<file path="src/rtl/tone_div_engine.sv">
// Button-driven volume/octave registers plus a round-robin sequential divider that
// turns each channel's tone frequency into a note_gen clock divisor CLK_HZ/fe.

module tone_div_btn #(
    parameter int MIN  = 1,
    parameter int MAX  = 5,
    parameter int INIT = 3,
    parameter int DLY  = 25000000,
    parameter int PER  = 10000000,
    parameter int W    = 3
) (
    input  logic         i_clk,
    input  logic         i_rst_n,
    input  logic         i_up,
    input  logic         i_down,
    output logic [W-1:0] o_val
);
    localparam int CNT_W = $clog2(DLY + 1);

    logic             r_up_q, r_dn_q;
    logic [CNT_W-1:0] r_up_cnt, r_dn_cnt;
    logic [W-1:0]     r_val;
    logic             w_step_up, w_step_dn;

    // A step fires on the press edge, then once the held-cycle count reaches DLY,
    // then every PER cycles; counters reload to DLY-PER to produce the period.
    always_comb begin
        w_step_up = 1'b0;
        w_step_dn = 1'b0;
        if (i_up && !i_down)
            w_step_up = !r_up_q || (r_up_cnt == CNT_W'(DLY - 1));
        if (i_down && !i_up)
            w_step_dn = !r_dn_q || (r_dn_cnt == CNT_W'(DLY - 1));
    end

    always_ff @(posedge i_clk or negedge i_rst_n) begin
        if (!i_rst_n) begin
            r_up_q   <= 1'b0;
            r_dn_q   <= 1'b0;
            r_up_cnt <= '0;
            r_dn_cnt <= '0;
            r_val    <= W'(INIT);
        end else begin
            r_up_q <= i_up;
            r_dn_q <= i_down;
            if (i_up && i_down) begin
                r_up_cnt <= '0;
                r_dn_cnt <= '0;
            end else begin
                if (!i_up)                             r_up_cnt <= '0;
                else if (!r_up_q)                      r_up_cnt <= CNT_W'(1);
                else if (r_up_cnt == CNT_W'(DLY - 1))  r_up_cnt <= CNT_W'(DLY - PER);
                else                                   r_up_cnt <= r_up_cnt + CNT_W'(1);
                if (!i_down)                           r_dn_cnt <= '0;
                else if (!r_dn_q)                      r_dn_cnt <= CNT_W'(1);
                else if (r_dn_cnt == CNT_W'(DLY - 1))  r_dn_cnt <= CNT_W'(DLY - PER);
                else                                   r_dn_cnt <= r_dn_cnt + CNT_W'(1);
            end
            if (w_step_up && (r_val < W'(MAX)))
                r_val <= r_val + W'(1);
            else if (w_step_dn && (r_val > W'(MIN)))
                r_val <= r_val - W'(1);
        end
    end

    assign o_val = r_val;
endmodule

module tone_div_engine #(
    parameter int CHANNELS   = 2,
    parameter int FREQ_W     = 32,
    parameter int DIV_W      = 22,
    parameter int CLK_HZ     = 50000000,
    parameter int VOL_MAX    = 5,
    parameter int VOL_INIT   = 3,
    parameter int OCT_MIN    = 1,
    parameter int OCT_MAX    = 3,
    parameter int OCT_INIT   = 2,
    parameter int REPEAT_DLY = 25000000,
    parameter int REPEAT_PER = 10000000
) (
    input  logic                        i_clk,
    input  logic                        i_rst_n,
    input  logic                        i_vol_up,
    input  logic                        i_vol_down,
    input  logic                        i_oct_up,
    input  logic                        i_oct_down,
    input  logic                        i_mute,
    input  logic                        i_enable,
    input  logic [CHANNELS*FREQ_W-1:0]  i_freq_in,
    output logic [2:0]                  o_volume,
    output logic [2:0]                  o_octave,
    output logic [CHANNELS*DIV_W-1:0]   o_note_div,
    output logic [CHANNELS-1:0]         o_div_upd,
    output logic                        o_busy
);
    localparam int CW     = $clog2(CLK_HZ + 1);
    localparam int CNTW   = $clog2(CW + 1);
    localparam int CHW    = (CHANNELS > 1) ? $clog2(CHANNELS) : 1;
    localparam int UP_MAX = (OCT_MAX > OCT_INIT) ? OCT_MAX - OCT_INIT : 0;
    localparam int WW     = FREQ_W + UP_MAX;

    typedef enum logic [1:0] {S_SCAN, S_DIV, S_WRITE} state_t;

    state_t                           r_state, w_next;
    logic [CHW-1:0]                   r_ch;
    logic [CHANNELS-1:0][DIV_W-1:0]   r_div;
    logic [CHANNELS-1:0]              r_upd;
    logic [FREQ_W-1:0]                r_dsr, r_rem;
    logic [CW-1:0]                    r_dvd, r_quo;
    logic [CNTW-1:0]                  r_cnt;

    logic [CHANNELS-1:0][FREQ_W-1:0]  w_freq;
    logic [FREQ_W-1:0]                w_f, w_fe, w_rem_nxt;
    logic [WW-1:0]                    w_wide;
    logic [FREQ_W:0]                  w_trial;
    logic                             w_ge, w_silent;
    logic [DIV_W-1:0]                 w_q_sat;
    logic [CHW-1:0]                   w_ch_nxt;
    logic [CHANNELS-1:0]              w_onehot;

    tone_div_btn #(.MIN(1), .MAX(VOL_MAX), .INIT(VOL_INIT), .DLY(REPEAT_DLY),
                   .PER(REPEAT_PER), .W(3)) u_vol (
        .i_clk(i_clk), .i_rst_n(i_rst_n), .i_up(i_vol_up), .i_down(i_vol_down), .o_val(o_volume));

    tone_div_btn #(.MIN(OCT_MIN), .MAX(OCT_MAX), .INIT(OCT_INIT), .DLY(REPEAT_DLY),
                   .PER(REPEAT_PER), .W(3)) u_oct (
        .i_clk(i_clk), .i_rst_n(i_rst_n), .i_up(i_oct_up), .i_down(i_oct_down), .o_val(o_octave));

    assign w_freq = i_freq_in;
    assign w_f    = w_freq[r_ch];

    // Octave scaling; upward shifts clamp rather than lose high bits.
    always_comb begin
        w_wide = '0;
        w_fe   = w_f;
        if (int'(o_octave) > OCT_INIT) begin
            w_wide = WW'(w_f) << (int'(o_octave) - OCT_INIT);
            w_fe   = ((w_wide >> FREQ_W) != '0) ? '1 : w_wide[FREQ_W-1:0];
        end else if (int'(o_octave) < OCT_INIT) begin
            w_fe = w_f >> (OCT_INIT - int'(o_octave));
        end
    end

    assign w_silent  = i_mute || !i_enable || (w_fe == '0);
    assign w_trial   = {r_rem, r_dvd[CW-1]};
    assign w_ge      = (w_trial >= {1'b0, r_dsr});
    assign w_rem_nxt = w_ge ? FREQ_W'(w_trial - {1'b0, r_dsr}) : w_trial[FREQ_W-1:0];
    assign w_q_sat   = ((r_quo >> DIV_W) != '0) ? '1 : DIV_W'(r_quo);
    assign w_ch_nxt  = (r_ch == CHW'(CHANNELS - 1)) ? '0 : r_ch + CHW'(1);
    assign w_onehot  = CHANNELS'(1) << r_ch;

    always_ff @(posedge i_clk or negedge i_rst_n) begin
        if (!i_rst_n) r_state <= S_SCAN;
        else          r_state <= w_next;
    end

    always_comb begin
        w_next = r_state;
        case (r_state)
            S_SCAN:  if (!w_silent) w_next = S_DIV;
            S_DIV:   if (r_cnt == CNTW'(CW - 1)) w_next = S_WRITE;
            S_WRITE: w_next = S_SCAN;
            default: w_next = S_SCAN;
        endcase
    end

    always_ff @(posedge i_clk or negedge i_rst_n) begin
        if (!i_rst_n) begin
            r_ch  <= '0;
            r_upd <= '0;
            r_dsr <= '0;
            r_rem <= '0;
            r_dvd <= '0;
            r_quo <= '0;
            r_cnt <= '0;
            for (int k = 0; k < CHANNELS; k++) r_div[k] <= DIV_W'(1);
        end else begin
            r_upd <= '0;
            case (r_state)
                S_SCAN: begin
                    if (w_silent) begin
                        r_div[r_ch] <= DIV_W'(1);
                        r_upd       <= w_onehot;
                        r_ch        <= w_ch_nxt;
                    end else begin
                        r_dsr <= w_fe;
                        r_rem <= '0;
                        r_dvd <= CW'(CLK_HZ);
                        r_quo <= '0;
                        r_cnt <= '0;
                    end
                end
                S_DIV: begin
                    r_rem <= w_rem_nxt;
                    r_dvd <= {r_dvd[CW-2:0], 1'b0};
                    r_quo <= {r_quo[CW-2:0], w_ge};
                    r_cnt <= r_cnt + CNTW'(1);
                end
                S_WRITE: begin
                    r_div[r_ch] <= w_q_sat;
                    r_upd       <= w_onehot;
                    r_ch        <= w_ch_nxt;
                end
                default: ;
            endcase
        end
    end

    assign o_note_div = r_div;
    assign o_div_upd  = r_upd;
    assign o_busy     = (r_state == S_DIV);
endmodule

</file>
<file path="config.mk">
export PLATFORM = sky130hd
export DESIGN_NAME = tone_div_engine
export DESIGN_NICKNAME = d
export VERILOG_FILES = /design/src/rtl/tone_div_engine.sv
export SDC_FILE = /design/constraint.sdc
export NUM_CORES = 1
export LEC_CHECK = 0
export CAP_MARGIN = 10
export CORE_UTILIZATION = 55
export CTS_CLUSTER_DIAMETER = 30
export DETAILED_ROUTE_END_ITERATION = 6
export PLACE_DENSITY = 0.82
export SKIP_LAST_GASP = 1
export SLEW_MARGIN = 15
export SYNTH_ARGS = -nofsm -noshare
export SYNTH_HDL_FRONTEND = slang
export SYNTH_SLANG_ARGS = --single-unit
</file>
<file path="constraint.sdc">
create_clock -name i_clk -period 7 [get_ports i_clk]
set_clock_uncertainty 0.15 [all_clocks]
set_input_delay 1.4 -clock i_clk [delete_from_list [all_inputs] [get_ports i_clk]]
set_output_delay 1.4 -clock i_clk [all_outputs]
set_load 0.02 [all_outputs]
</file>
==> qor.csv <==
stage,metric,value,unit
grt,met3 Use GR,0.0715,
grt,initial antenna violation count,0,
power,Net Sw Frac,0.451,
synth,number of flops mapped to enable cells by yosys,0,
grt,GRT busiest layer,met2,
critical_path,Reg2Reg Launch Point,u_oct.o_val[2],
grt,vias in the first global route,15200,
die,width of the die,179,µm
sta,hold violation count in the final report,0,
placement,placed cell count,2358,
synth,Synth Area in Compound Gates,0.176,
critical_path,"Max FO, Critical Path",53,
power,internal power,6.38,mW
power,PwrDens,559,nW/µm²
grt,met1 GRT Util,0.441,
run,max cap viols,0,
drt,remaining antenna violation count,0,
die,Initial Util,0.561,
power,Total Power,11.6,mW
cts,CTS tree,done,
drt,DR pass1 iterations,7,
synth,Synth Flop Type,dfrtp_1,
drt,Remaining DRCs,0,
sta,RSZ-0062 raised after global routing,false,
placement,number of I/O port buffers,124,
cts,cts hold-fix bufs,0,
min_path,hold crit path type,reg2reg,
placement,setup slack at placement,743,ps
drt,vias post-DR,15600,
placement,DPL Wire Length,34700,µm
synth,library cells used by synthesis,76,
synth,asr flop ratio synth,1.00,
grt,M2 GR Usage,0.499,
sta,Fmax,168,MHz
sta,Final TNS setup,0,ps
cts,CTS Buffer Depth,3,
critical_path,Crit. End Element,register,
power,power share of the sequential group,0.208,
final_layout,Inserted Diodes,0,
drt,First DRT Iteration DRCs,1677,
critical_path,CP Class,reg2reg,
sta,WHS,317,ps
die,die footprint,32100,µm²
drt,post-DR wirelength/cell,20.6,µm
grt,first-pass GRT wire length,81400,µm
cts,"Clk pin slew, worst setup/hold paths",50,ps
power,Leakage,8.78,nW
grt,Tot GR Track Use,0.322,
final_layout,Final Instance Count excl. Fillers,2453,
synth,#FFs+latches synth,273,
final_layout,area grow syn2layout,20.5,%
critical_path,WP data required,7310,ps
cts,Inserted Clock Buffers,51,
synth,"Seq/Total Area, Yosys",0.396,
placement,RePlAce Congestion,0.973,
critical_path,Worst Setup SP,u_oct.o_val[2],
sta,setup slack after layout,1030,ps
die,Die H,179,µm
synth,Yosys warnings,0,
cts,Num Clock Sinks,273,
cts,CTS-repair resized insts,0,
sta,Slew @ Worst Pin,1120,ps
die,Top Ports,125,
sta,Final Max Slew Viols,0,
drt,"wirelength, routed",50600,µm
synth,post-synthesis adder-cell area fraction,0.0352,
cts,H-tree level count,2,
cts,worst skew pair latency,570,ps
cts,Post-CTS Setup Inserts,0,
power,clock share of power,0.225,
final_layout,nets@finish,2135,
min_path,hold_sp,u_oct.r_dn_q,
critical_path,arrival time worst endpoint,6270,ps
synth,largest family of logic cells by synthesized area,simple AND/OR/NAND/NOR gates,
synth,Post-Synth Simple-Gate Area,0.190,
final_layout,share of cells above drive strength 1,0.105,
die,Std-Cell Core Area,30700,µm²
die,Rows,64,
outcome,status,"finished, final reports clean",
drt,vias per cell,6.36,
power,sw power,5.24,mW
sta,Max-slew headroom,0.250,
cts,root buf cell,clkbuf_16,
final_layout,final core utilization,0.676,
grt,Overflow after GRT,0,
sta,Final period util,0.852,
synth,syn nets,2022,
sta,minimum clock period,5970,ps
synth,Post-Synthesis Cells,1902,
placement,dpl cell area,18900,µm²
grt,largest net degree at the start of global routing,132,
synth,syn_area_per_cell,9.07,µm²
final_layout,Finished Cell Area,20800,µm²
sta,final setup vio count,0,
power,Logic pwr share,0.566,
synth,mux contribution to synthesized area,0.101,
synth,post-synthesis cell area,17300,µm²
synth,xor/xnor cell area share of the yosys netlist,0.0604,
power,maximum VDD drop,0.354,mV
critical_path,CP Launch Type,register,
-- sequential cells by signal, summed over array words and instances, names as in the netlist, 2 cells and up --
signal	count
u_oct.r_up_cnt	25
u_vol.o_val	3
u_oct.o_val	3
o_div_upd	2
u_vol.r_dn_cnt	25
u_vol.r_up_cnt	25
r_dvd	19
r_rem	32
r_dsr	32
r_cnt	5
o_note_div	44
r_state	2
r_quo	26
u_oct.r_dn_cnt	25
-- final timing paths --
path / end / slack (ps) / cells past startpoint
worst max-delay path: r_quo[11] / 1030 / 13
worst min-delay path: u_oct.r_dn_cnt[0] / 320 / 1
worst max register to register: r_quo[11] / 1030 / 13
worst min register to register: u_oct.r_dn_cnt[0] / 320 / 1
max in group asynchronous: r_dvd[11] / 4960 / 2
min in group asynchronous: u_oct.r_dn_cnt[8] / 630 / 1
-- cells in the final DEF, fill, tap and decap left out, types with 47 or more instances in the layout --
cell type / count
mux2i_1: 81
clkbuf_16: 52
xor2_1: 69
ha_1: 47
nor2_1: 268
clkdlybuf4s50_1: 123
nand3_1: 58
xnor2_1: 50
o21ai_0: 58
a21oi_1: 99
dfrtp_1: 267
nor3_1: 70
nand2_1: 151
inv_1: 69
-- metal layers --
layer	wire length, µm	vias up	share of wire
met1	21200	7550	0.42
li1	-	7135	-
met4	1860	0	0.037
met2	23100	738	0.46
met3	4430	174	0.088
met5	0	-	0
-- Yosys cell counts (25+ instances only) --
cell type / number / share of area
nor2_1: 269 / 0.059
dfrtp_1: 268 / 0.39
nand2_1: 151 / 0.033
a21oi_1: 99 / 0.029
clkbuf_1: 84 / 0.018
mux2i_1: 81 / 0.047
inv_1: 70 / 0.015
nor3_1: 70 / 0.020
xor2_1: 69 / 0.035
nand3_1: 58 / 0.017
o21ai_0: 58 / 0.017
xnor2_1: 50 / 0.025
ha_1: 47 / 0.034
a211oi_1: 44 / 0.019
o2bb2ai_1: 43 / 0.022
and3_1: 31 / 0.011
o22ai_1: 31 / 0.011
mux4_2: 26 / 0.034
mux2_2: 25 / 0.016
-- area by class of cell --
type,instances,area [µm²]
fillers,2336,9950
multi-input cells,1453,9770
flip-flops and latches,273,6840
repair buffers,165,1570
clock buffers,62,1390
well taps,396,495
clock inverters,33,472
inverters,71,267
-- cell families after synthesis --
| logic type | Yosys count |
|---|---|
| AOI/OAI and AO/OA | 441 |
| and+or+nand+nor | 707 |
| xor gates and xnor gates | 119 |
| DFF | 273 |
| muxes | 138 |
| buffers and inverters | 176 |
| adders and majority gates | 48 |
-- power by group through the flow --
stage	clock network, mW	logic [mW]	registers (mW)
4_1_cts	2.65	6.41	2.41
5_1_grt	2.73	7.09	2.47
6_report	2.62	6.58	2.42
3_3_place_gp	0	6.25	2.41
2_1_floorplan	0	4.56	2.38
3_5_place_dp	0	6.35	2.41
-- worst max-delay path, cell delays in order, from the launching register on --
cell	delay, ps
dfrtp_1	490
inv_1	190
ha_1	730
nand2b_1	370
nor3_1	100
or4_1	610
a21oi_2	530
a211oi_1	220
or4_1	510
nor4_1	680
and2b_1	300
a21oi_4	260
buf_4	400
nor3_1	300
Note: power is estimated with default switching activity, not from simulation.
